### config.mk
export PLATFORM = sky130hd
export DESIGN_NAME = dlsc_dcm_reprog
export DESIGN_NICKNAME = d
export VERILOG_FILES = /design/src/rtl/dlsc_dcm_reprog_pkg.sv /design/src/rtl/dlsc_apb_mstr_xfer.sv /design/src/rtl/dlsc_dcm_reprog.sv
export SDC_FILE = /design/constraint.sdc
export NUM_CORES = 1
export LEC_CHECK = 0
export ABC_AREA = 0
export CORE_UTILIZATION = 37
export DETAILED_ROUTE_END_ITERATION = 12
export HOLD_SLACK_MARGIN = 0.02
export PLACE_DENSITY = 0.73
export SLEW_MARGIN = 20
export SYNTH_ARGS = -nofsm -noshare
export SYNTH_HDL_FRONTEND = slang
export SYNTH_SLANG_ARGS = --single-unit
export TNS_END_PERCENT = 100
### constraint.sdc
create_clock -name apb_clk -period 3.65 [get_ports apb_clk]
set_input_delay 0.365 -clock apb_clk [delete_from_list [all_inputs] [get_ports apb_clk]]
set_output_delay 0.365 -clock apb_clk [all_outputs]
set_load 0.02 [all_outputs]
### src/rtl/dlsc_dcm_reprog_pkg.sv
`default_nettype none
// ---------------------------------------------------------------------------
// dlsc_dcm_reprog_pkg : clock-generator register map, sequencer states and
//                       error codes shared by the DCM reprogramming sequencer.
// Revision: 1.0
// ---------------------------------------------------------------------------
package dlsc_dcm_reprog_pkg;

  localparam logic [7:0] OFF_CONTROL  = 8'h00;
  localparam logic [7:0] OFF_STATUS   = 8'h04;
  localparam logic [7:0] OFF_MULTIPLY = 8'h10;
  localparam logic [7:0] OFF_DIVIDE   = 8'h14;

  localparam logic [1:0] ERR_NONE    = 2'd0;
  localparam logic [1:0] ERR_INVALID = 2'd1;
  localparam logic [1:0] ERR_TIMEOUT = 2'd2;
  localparam logic [1:0] ERR_RSTIN   = 2'd3;

  typedef enum logic [3:0] {
    ST_IDLE     = 4'd0,
    ST_CHECK    = 4'd1,
    ST_WR_DIS   = 4'd2,
    ST_POLL_DIS = 4'd3,
    ST_WR_MULT  = 4'd4,
    ST_WR_DIV   = 4'd5,
    ST_WR_EN    = 4'd6,
    ST_POLL_EN  = 4'd7,
    ST_DONE     = 4'd8,
    ST_ERR      = 4'd9
  } state_t;

endpackage
`default_nettype wire

### src/rtl/dlsc_apb_mstr_xfer.sv
`default_nettype none
// ---------------------------------------------------------------------------
// dlsc_apb_mstr_xfer : single-transaction APB master (setup, access, idle).
// Revision: 1.0
// ---------------------------------------------------------------------------
module dlsc_apb_mstr_xfer #(
  parameter int ADDR = 32
) (
  input  logic            clk,
  input  logic            rst_n,
  input  logic            start,
  input  logic            write,
  input  logic [ADDR-1:0] addr,
  input  logic [31:0]     wdata,
  output logic            xfer_done,
  output logic [31:0]     rdata,
  output logic [ADDR-1:0] apb_addr,
  output logic            apb_sel,
  output logic            apb_enable,
  output logic            apb_write,
  output logic [31:0]     apb_wdata,
  output logic [3:0]      apb_strb,
  input  logic            apb_ready,
  input  logic [31:0]     apb_rdata
);

  // start is honoured only when the bus is idle; the completion cycle doubles
  // as the mandatory idle cycle between transfers.
  always_ff @(posedge clk or negedge rst_n) begin
    if (!rst_n) begin
      xfer_done  <= 1'b0;
      rdata      <= '0;
      apb_addr   <= '0;
      apb_sel    <= 1'b0;
      apb_enable <= 1'b0;
      apb_write  <= 1'b0;
      apb_wdata  <= '0;
      apb_strb   <= '0;
    end else begin
      xfer_done <= 1'b0;
      if (apb_sel && apb_enable) begin
        if (apb_ready) begin
          apb_sel    <= 1'b0;
          apb_enable <= 1'b0;
          xfer_done  <= 1'b1;
          rdata      <= apb_rdata;
        end
      end else if (apb_sel) begin
        apb_enable <= 1'b1;
      end else if (start) begin
        apb_sel   <= 1'b1;
        apb_addr  <= addr;
        apb_write <= write;
        apb_wdata <= wdata;
        apb_strb  <= write ? 4'hF : 4'h0;
      end
    end
  end

endmodule
`default_nettype wire

### src/rtl/dlsc_dcm_reprog.sv
`default_nettype none
// ---------------------------------------------------------------------------
// dlsc_dcm_reprog : reprograms the DCM clock generator M/D over APB
//                   (disable, write M/D, enable, wait ready) per command.
// Revision: 1.0
// ---------------------------------------------------------------------------
module dlsc_dcm_reprog
  import dlsc_dcm_reprog_pkg::*;
#(
  parameter int              ADDR     = 32,
  parameter logic [ADDR-1:0] BASE     = '0,
  parameter int              MD_MAX   = 4,
  parameter int              POLL_GAP = 15,
  parameter int              TIMEOUT  = 65535
) (
  input  logic            apb_clk,
  input  logic            apb_rst_n,
  input  logic            cmd_valid,
  output logic            cmd_ready,
  input  logic [7:0]      cmd_mult,
  input  logic [7:0]      cmd_div,
  output logic            busy,
  output logic            done,
  output logic            err,
  output logic [1:0]      err_code,
  output logic [ADDR-1:0] apb_addr,
  output logic            apb_sel,
  output logic            apb_enable,
  output logic            apb_write,
  output logic [31:0]     apb_wdata,
  output logic [3:0]      apb_strb,
  input  logic            apb_ready,
  input  logic [31:0]     apb_rdata
);

  localparam int CW = 9 + $clog2(MD_MAX) + 1;

  state_t      r_state, w_next;
  logic [7:0]  r_mult, r_div;
  logic        r_pend;
  logic [7:0]  r_gap;
  logic [19:0] r_tcnt;

  logic        w_start, w_write, w_xfer_done, w_invalid, w_timeout;
  logic [7:0]  w_off;
  logic [31:0] w_wdata, w_rdata;
  logic [1:0]  w_code;
  logic [CW-1:0] w_m_plus1, w_lim;

  assign w_m_plus1 = CW'(r_mult) + CW'(1);
  assign w_lim     = CW'(MD_MAX) * (CW'(r_div) + CW'(1));
  assign w_invalid = (r_mult == 8'd0) || (w_m_plus1 > w_lim);
  assign w_timeout = (r_tcnt >= 20'(TIMEOUT));

  always_comb begin
    w_next  = r_state;
    w_start = 1'b0;
    w_write = 1'b0;
    w_off   = OFF_CONTROL;
    w_wdata = '0;
    w_code  = ERR_NONE;
    case (r_state)
      ST_IDLE: if (cmd_valid) w_next = ST_CHECK;
      ST_CHECK: begin
        if (w_invalid) begin
          w_next = ST_ERR;
          w_code = ERR_INVALID;
        end else begin
          w_next  = ST_WR_DIS;
          w_start = 1'b1;
          w_write = 1'b1;
        end
      end
      ST_WR_DIS: if (w_xfer_done) begin
        w_next  = ST_POLL_DIS;
        w_start = 1'b1;
        w_off   = OFF_STATUS;
      end
      ST_WR_MULT: if (w_xfer_done) begin
        w_next  = ST_WR_DIV;
        w_start = 1'b1;
        w_write = 1'b1;
        w_off   = OFF_DIVIDE;
        w_wdata = {24'd0, r_div};
      end
      ST_WR_DIV: if (w_xfer_done) begin
        w_next  = ST_WR_EN;
        w_start = 1'b1;
        w_write = 1'b1;
        w_wdata = 32'd1;
      end
      ST_WR_EN: if (w_xfer_done) begin
        w_next  = ST_POLL_EN;
        w_start = 1'b1;
        w_off   = OFF_STATUS;
      end
      ST_POLL_DIS, ST_POLL_EN: begin
        // A returned status is judged before the timeout, so a read already
        // in flight when the budget expires can still complete the sequence.
        if (w_xfer_done) begin
          if (r_state == ST_POLL_DIS && !w_rdata[0]) begin
            w_next  = ST_WR_MULT;
            w_start = 1'b1;
            w_write = 1'b1;
            w_off   = OFF_MULTIPLY;
            w_wdata = {24'd0, r_mult};
          end else if (r_state == ST_POLL_EN && w_rdata[1]) begin
            w_next = ST_ERR;
            w_code = ERR_RSTIN;
          end else if (r_state == ST_POLL_EN && w_rdata[0]) begin
            w_next = ST_DONE;
          end else if (w_timeout) begin
            w_next = ST_ERR;
            w_code = ERR_TIMEOUT;
          end
        end else if (!r_pend) begin
          if (w_timeout) begin
            w_next = ST_ERR;
            w_code = ERR_TIMEOUT;
          end else if (r_gap == 8'd0) begin
            w_start = 1'b1;
            w_off   = OFF_STATUS;
          end
        end
      end
      ST_DONE, ST_ERR: w_next = ST_IDLE;
      default:         w_next = ST_IDLE;
    endcase
  end

  always_ff @(posedge apb_clk or negedge apb_rst_n) begin
    if (!apb_rst_n) begin
      r_state   <= ST_IDLE;
      r_mult    <= '0;
      r_div     <= '0;
      r_pend    <= 1'b0;
      r_gap     <= '0;
      r_tcnt    <= '0;
      cmd_ready <= 1'b1;
      busy      <= 1'b0;
      done      <= 1'b0;
      err       <= 1'b0;
      err_code  <= ERR_NONE;
    end else begin
      r_state <= w_next;
      if (r_state == ST_IDLE && cmd_valid) begin
        r_mult <= cmd_mult;
        r_div  <= cmd_div;
      end
      r_pend <= w_start ? 1'b1 : (w_xfer_done ? 1'b0 : r_pend);
      if (w_xfer_done)
        r_gap <= 8'(POLL_GAP);
      else if (!r_pend && r_gap != 8'd0)
        r_gap <= r_gap - 8'd1;
      // Cleared on every state change, so each poll state starts from zero.
      r_tcnt    <= (w_next != r_state) ? '0 : (w_timeout ? r_tcnt : r_tcnt + 20'd1);
      cmd_ready <= (w_next == ST_IDLE);
      busy      <= (w_next != ST_IDLE);
      done      <= (w_next == ST_DONE);
      err       <= (w_next == ST_ERR);
      err_code  <= (w_next == ST_ERR) ? w_code : ERR_NONE;
    end
  end

  dlsc_apb_mstr_xfer #(
    .ADDR (ADDR)
  ) u_xfer (
    .clk        (apb_clk),
    .rst_n      (apb_rst_n),
    .start      (w_start),
    .write      (w_write),
    .addr       (BASE + ADDR'(w_off)),
    .wdata      (w_wdata),
    .xfer_done  (w_xfer_done),
    .rdata      (w_rdata),
    .apb_addr   (apb_addr),
    .apb_sel    (apb_sel),
    .apb_enable (apb_enable),
    .apb_write  (apb_write),
    .apb_wdata  (apb_wdata),
    .apb_strb   (apb_strb),
    .apb_ready  (apb_ready),
    .apb_rdata  (apb_rdata)
  );

endmodule
`default_nettype wire

Word-level counts from Yosys, hierarchy flattened:

Index checks and enable logic that the tools add are counted.

* register bits: 105
* input bits: 52
* output and inout port bits: 77
* logic and storage cells: 124

* add/subtract/negate cells: 4
* magnitude comparators: 2
* equality and inequality tests: 12
* multiplexer cells: 60
* bitwise gates (word level): 2
* reductions and logical operators: 25

Operators by type and width (count)
* $mux 4: 13
* $mux 8: 6
* $pmux 8 s3: 2
* $mux 20: 2
* $pmux 4 s7: 1
* $add 20x1->20 const B: 1
* $ge 20x16->1 const B: 1
* $mux 1: 20
* $add 8x1->9 const B: 2
* $eq 4x3->1 const B: 4
* $logic_not 8->1: 2
* $mux 2: 7
* $mux 3: 4
* $gt 9x11->1: 1
* $mux 5: 2
* $eq 4x2->1 const B: 2
* $eq 4x4->1 const B: 2
* $logic_not 4->1: 2
* $reduce_bool 8->1: 1
* $sub 8x1->8 const B: 1
* $logic_and 1x1->1: 6
* $pmux 1 s3: 2
* $reduce_bool 2->1: 3
* $reduce_or 2->1: 3
* 12 further kinds: 15

Logic depth before layout (Yosys ltp):

Gate-level depths: netlist of the first run.

* depth after elaboration: 9
* mapped depth: 12
* depth with buffers taken out: 12

Hierarchy:

From an unflattened synthesis of the first run, not the netlist that was laid out.

* cell total of the unflattened synthesis: 540
* area, all modules: 7106.8 sq um

By module, submodules not included
* dlsc_apb_mstr_xfer: instances 1, cells each 216, area each 3963.8 sq um, seq. area each 2502.4 sq um
* dlsc_dcm_reprog: instances 1, cells each 324, area each 3143.0 sq um, seq. area each 1377.6 sq um

Least setup slack after synthesis of the first run:

No wires, ideal clock.

* kind: reg2reg
* start point: register r_mult[0]
* end point: register busy
* setup time: 0.138 ns
* data arrival time: 2.733 ns
* required time: 3.512 ns
* path slack: 0.779 ns
* stages on the path, launching flop included: 13
* path buffers: 0
* clock period less this slack: 2.871 ns
* cells stage by stage: dfrtp_1 > and2_1 > nand3_1 > nor2_1 > nand2_1 > xnor2_1 > ha_1 > a211oi_1 > nor2_1 > nor3_1 > o21ai_0 > a21bo_2 > or4b_1

* longest elaborated chain between the ends: 6
* elaborated cells on any way between the ends: 7
* those cells by class: 1 x add/sub; 1 x order compare; 2 x mux; 3 x reduce/logical

RTL lines
* from (decl): line dlsc_dcm_reprog.sv:39 `logic [7:0] r_mult, r_div;`
* from (signal assigned): line dlsc_dcm_reprog.sv:147 `r_mult <= cmd_mult;`
* $add 8x1->9: line dlsc_dcm_reprog.sv:50 `assign w_m_plus1 = CW'(r_mult) + CW'(1);`
* $gt 9x11->1: line dlsc_dcm_reprog.sv:52 `assign w_invalid = (r_mult == 8'd0) || (w_m_plus1 > w_lim);`
* $logic_or 1x1->1 (*): line dlsc_dcm_reprog.sv:52
* $mux 4 (*): line dlsc_dcm_reprog.sv:65 `if (w_invalid) begin`
* $pmux 4 s7 (*): line dlsc_dcm_reprog.sv:62 `case (r_state)`
* via w_next[0]: line dlsc_dcm_reprog.sv:38 `state_t r_state, w_next;`
* $reduce_bool 4->1 (*): line dlsc_dcm_reprog.sv:158 `busy <= (w_next != ST_IDLE);`
* to (signal assigned): line dlsc_dcm_reprog.sv:158
* to (decl): line dlsc_dcm_reprog.sv:22 `output logic busy,`

The timed path passes the listed nets; every way through them passes the cells marked *.
A chain may end at the register's enable or synchronous reset.

Worst setup path in the final report of the first run:

Same ends and word-level chain as after synthesis.

==> results of run 1 <==
==> Yosys cell counts (all sizes together), types with 2 or more instances <==
| cell type | n | share of area [%] |
|---|---|---|
| dfrtp | 70 | 42 |
| a22oi | 2 | 0.36 |
| o21ai | 9 | 1.1 |
| nor3 | 8 | 0.96 |
| a41o | 2 | 0.48 |
| xnor2 | 18 | 3.8 |
| and2 | 3 | 0.45 |
| a31oi | 3 | 0.81 |
| mux2i | 2 | 0.48 |
| a211oi | 2 | 0.36 |
| nor2 | 51 | 4.7 |
| a221oi | 6 | 1.3 |
| nor4 | 4 | 0.60 |
| clkbuf | 6 | 0.54 |
| buf | 64 | 11 |
| nand2b | 5 | 0.75 |
| nand2 | 24 | 2.2 |
| and4 | 3 | 0.69 |
| ha | 10 | 3.0 |
| and3 | 7 | 1.1 |
| mux2 | 20 | 5.6 |
| nor2b | 2 | 0.30 |
| inv | 15 | 1.4 |
| xor2 | 14 | 2.9 |
| a21oi | 6 | 0.99 |
| a211o | 2 | 0.42 |
| nand3 | 17 | 2.0 |
| o21a | 2 | 0.36 |
| a41oi | 2 | 0.87 |
| nand4 | 8 | 1.2 |
| a2bb2oi | 8 | 1.7 |
==> cells by family after synthesis <==
family	after synthesis	share of synthesized area, %
AOI/OAI and AO/OA	53	11.5
xor gates and xnor gates	32	6.73
adders and majority gates	10	3.01
buffers and inverters	85	13.4
DFF	71	42.7
muxes	22	6.07
other	1	0.0901
and+or+nand+nor	140	16.5
==> metrics by stage <==
| step | hold WS, ns | std cells | utilization (%) |
|---|---|---|---|
| after global routing | 0.144 | 598 | 42.7 |
| final | 0.0840 | 598 | 42.7 |
| after global placement | 0.468 | 583 | 41.2 |
| after floorplan | 0.0694 | 467 | - |
| after CTS | 0.106 | 598 | 42.7 |
| after detailed placement | 0.484 | 583 | 41.2 |
==> cell type report <==
cell class / count / area, sq um
repair buffers: 46 / 450
clock buffers: 11 / 141
well taps: 140 / 175
inverters: 15 / 56.3
flip-flops and latches: 71 / 1780
clock inverters: 4 / 22.5
multi-input cells: 311 / 2030
fillers: 1043 / 6230
==> registers in the layout, indices dropped and copies added, names as in the netlist, 2 cells and up <==
signal	flops
r_tcnt	20
r_mult	8
r_gap	8
r_div	8
u_xfer.apb_addr	2
u_xfer.rdata	2
u_xfer.apb_wdata	8
r_state	4
err_code	2
==> per-layer routing <==
layer	share of wire [%]	up-vias	track usage, %
met5	0	-	0
met4	1.8	0	6.56
met3	6.1	12	2.77
met2	47	124	23.1
met1	45	1427	19.6
li1	-	1408	-
==> report_power, final <==
group	leakage, nW	internal (mW)	total (mW)	switching (mW)
Combinational	1.08	0.726	1.56	0.835
Clock	0.0850	0.258	0.531	0.274
Sequential	0.893	1.04	1.40	0.356
==> what timing repair did <==
| action | CTS | global route |
|---|---|---|
| gates resized for setup | 0 | 1 |
| setup endpoints to repair | 0 | 1 |
| hold buffers | 0 | 0 |
==> worst max-delay path by stage <==
stage | startpoint | to | slack (ns) | cells after the start
after floorplan | r_mult[0]$_DFFE_PN0P_ | busy$_DFF_PN0_ | 0.78 | 12
after global placement | r_mult[0]$_DFFE_PN0P_ | busy$_DFF_PN0_ | 0.35 | 12
after detailed placement | r_mult[0]$_DFFE_PN0P_ | busy$_DFF_PN0_ | 0.21 | 12
after CTS | r_mult[0]$_DFFE_PN0P_ | busy$_DFF_PN0_ | 0.19 | 12
after global routing | r_mult[0]$_DFFE_PN0P_ | busy$_DFF_PN0_ | 0.17 | 12
final | r_mult[0]$_DFFE_PN0P_ | busy$_DFF_PN0_ | 0.39 | 12
==> impl_metrics.tcl, run 1 <==
set metrics [dict create \
    r2r_setup_slack_ns 0.39 \
    crit_family "simple AND/OR/NAND/NOR gates" \
    fin_crit_ns 3.26 \
    routabilityCongestion 0.841 \
    post-route-period-util_pct 89.5 \
    worst-setup-path-type "flip-flop to flip-flop" \
    start_kind "flip-flop" \
    overflow 0 \
    crit_buf_inv 0 \
    ys_seq_elements 71 \
    ant_nets 0 \
    track_usage_pct 14.7 \
    cp_cell_sequence "and2_1, nand3_1, nor2_1, nand3_1, xnor2_1, ha_1, nand4_1, a21oi_1, nor3_2, o21ai_0, a21bo_2, or4b_1" \
    routed_via_density 4.97 \
    cp_max_fo 4 \
    cts_sinks 71 \
    boundaryPins 129 \
    placementRows 38 \
    diodes 0 \
    max_stage_delay_ns 0.48 \
    die_x_um 108 \
    hp-class "input port to asynchronous set/reset pin" \
    post-route-drc-count 0 \
    cts_setup_buffers 0 \
    arrival_ns 3.47 \
    synth_cells 414 \
    nets 516 \
    grt_pass1_wl_um 13400 \
    rsz0062_at_grt "false" \
    slew_violations 0 \
    grt_max_degree 38 \
    ir_worst_vdd_v 0.000417 \
    cts_tree "done" \
    fin_skew_ns 0.0105 \
    final_cell_mix "dfrtp_1, conb_1, nor2_1, clkdlybuf4s50_1, nand2_1" \
    maxCapViolations 0 \
    wire_per_inst_um 13.3 \
    tightest_slew_ns 0.845 \
    firstDrtPassIters 4 \
    p_per_area_mw_per_mm2 750 \
    crit_top_cell "nand3_1" \
    report.final.hold_viol_count 0 \
    yosysUniqueCellTypes 60 \
    insertion_delay_ns 0.35 \
    yosysSeqAreaShare_pct 42.7 \
    fmax_mhz 306 \
    total_power_mw 3.49 \
    cts.path.max_buffers 2 \
    layout_commonest_cell "dfrtp_1" \
    ys_warn_count 0 \
    reg2regPathDepth 12 \
    drt_iter0_markers 236 \
    max_slew_margin_pct 43.5 \
    synthesis.area_sq_mm 0.00416 \
    r2r-end "busy$_DFF_PN0_" \
    setup_viol_count_final 0 \
    start_util_pct 38.2 \
    dp_slack_ns 0.206 \
    cp.required_ns 3.86 \
    drive_gt1_share_pct 10.9 \
    clkTransAtPathRegs_ns 0.07 \
    cpMaxStageDelayCell "or4b_1" \
    antenna_found_initial 0 \
    syn_avg_cell_area_sq_um 10.1 \
    synth_ff_type "dfrtp_1" \
    die_h_um 108 \
    grt_pass1_vias 2739 \
    async_reset_ff_share_pct 100 \
    io_buffers 44 \
    setup-tns-final_ns 0 \
    fin_area_sq_mm 0.00465 \
    vias 2971 \
    core_region_area_sq_mm 0.0109 \
    area_growth_pct 11.8 \
    placed_cell_area_sq_mm 0.00449 \
    rr_startpoint "r_mult[0]$_DFFE_PN0P_" \
    totalWireLength_um 7940 \
    h-tree-depth 3 \
    synth_edf_count 0 \
    cp-end-kind "flip-flop" \
    dieArea_sq_mm 0.0117 \
    cts_buffers 9 \
    dpl.hpwl_um 5850 \
    status "complete, no violations" \
    cts_root_buf "clkbuf_8" \
    p_leak_nw 2.06 \
    layout_setup_ws_ns 0.385 \
]
No activity file was read; power rests on OpenSTA's default activity.
==> run 2, diff against run 1 <==
--- a/config.mk
+++ b/config.mk
@@ -10,6 +10,7 @@
 export DETAILED_ROUTE_END_ITERATION = 12
 export HOLD_SLACK_MARGIN = 0.02
 export PLACE_DENSITY = 0.73
+export SKIP_CTS_REPAIR_TIMING = 1
 export SLEW_MARGIN = 20
 export SYNTH_ARGS = -nofsm -noshare
 export SYNTH_HDL_FRONTEND = slang
==> results of run 2 <==
Final layout, timing and power as in run 1 (identical DEF).
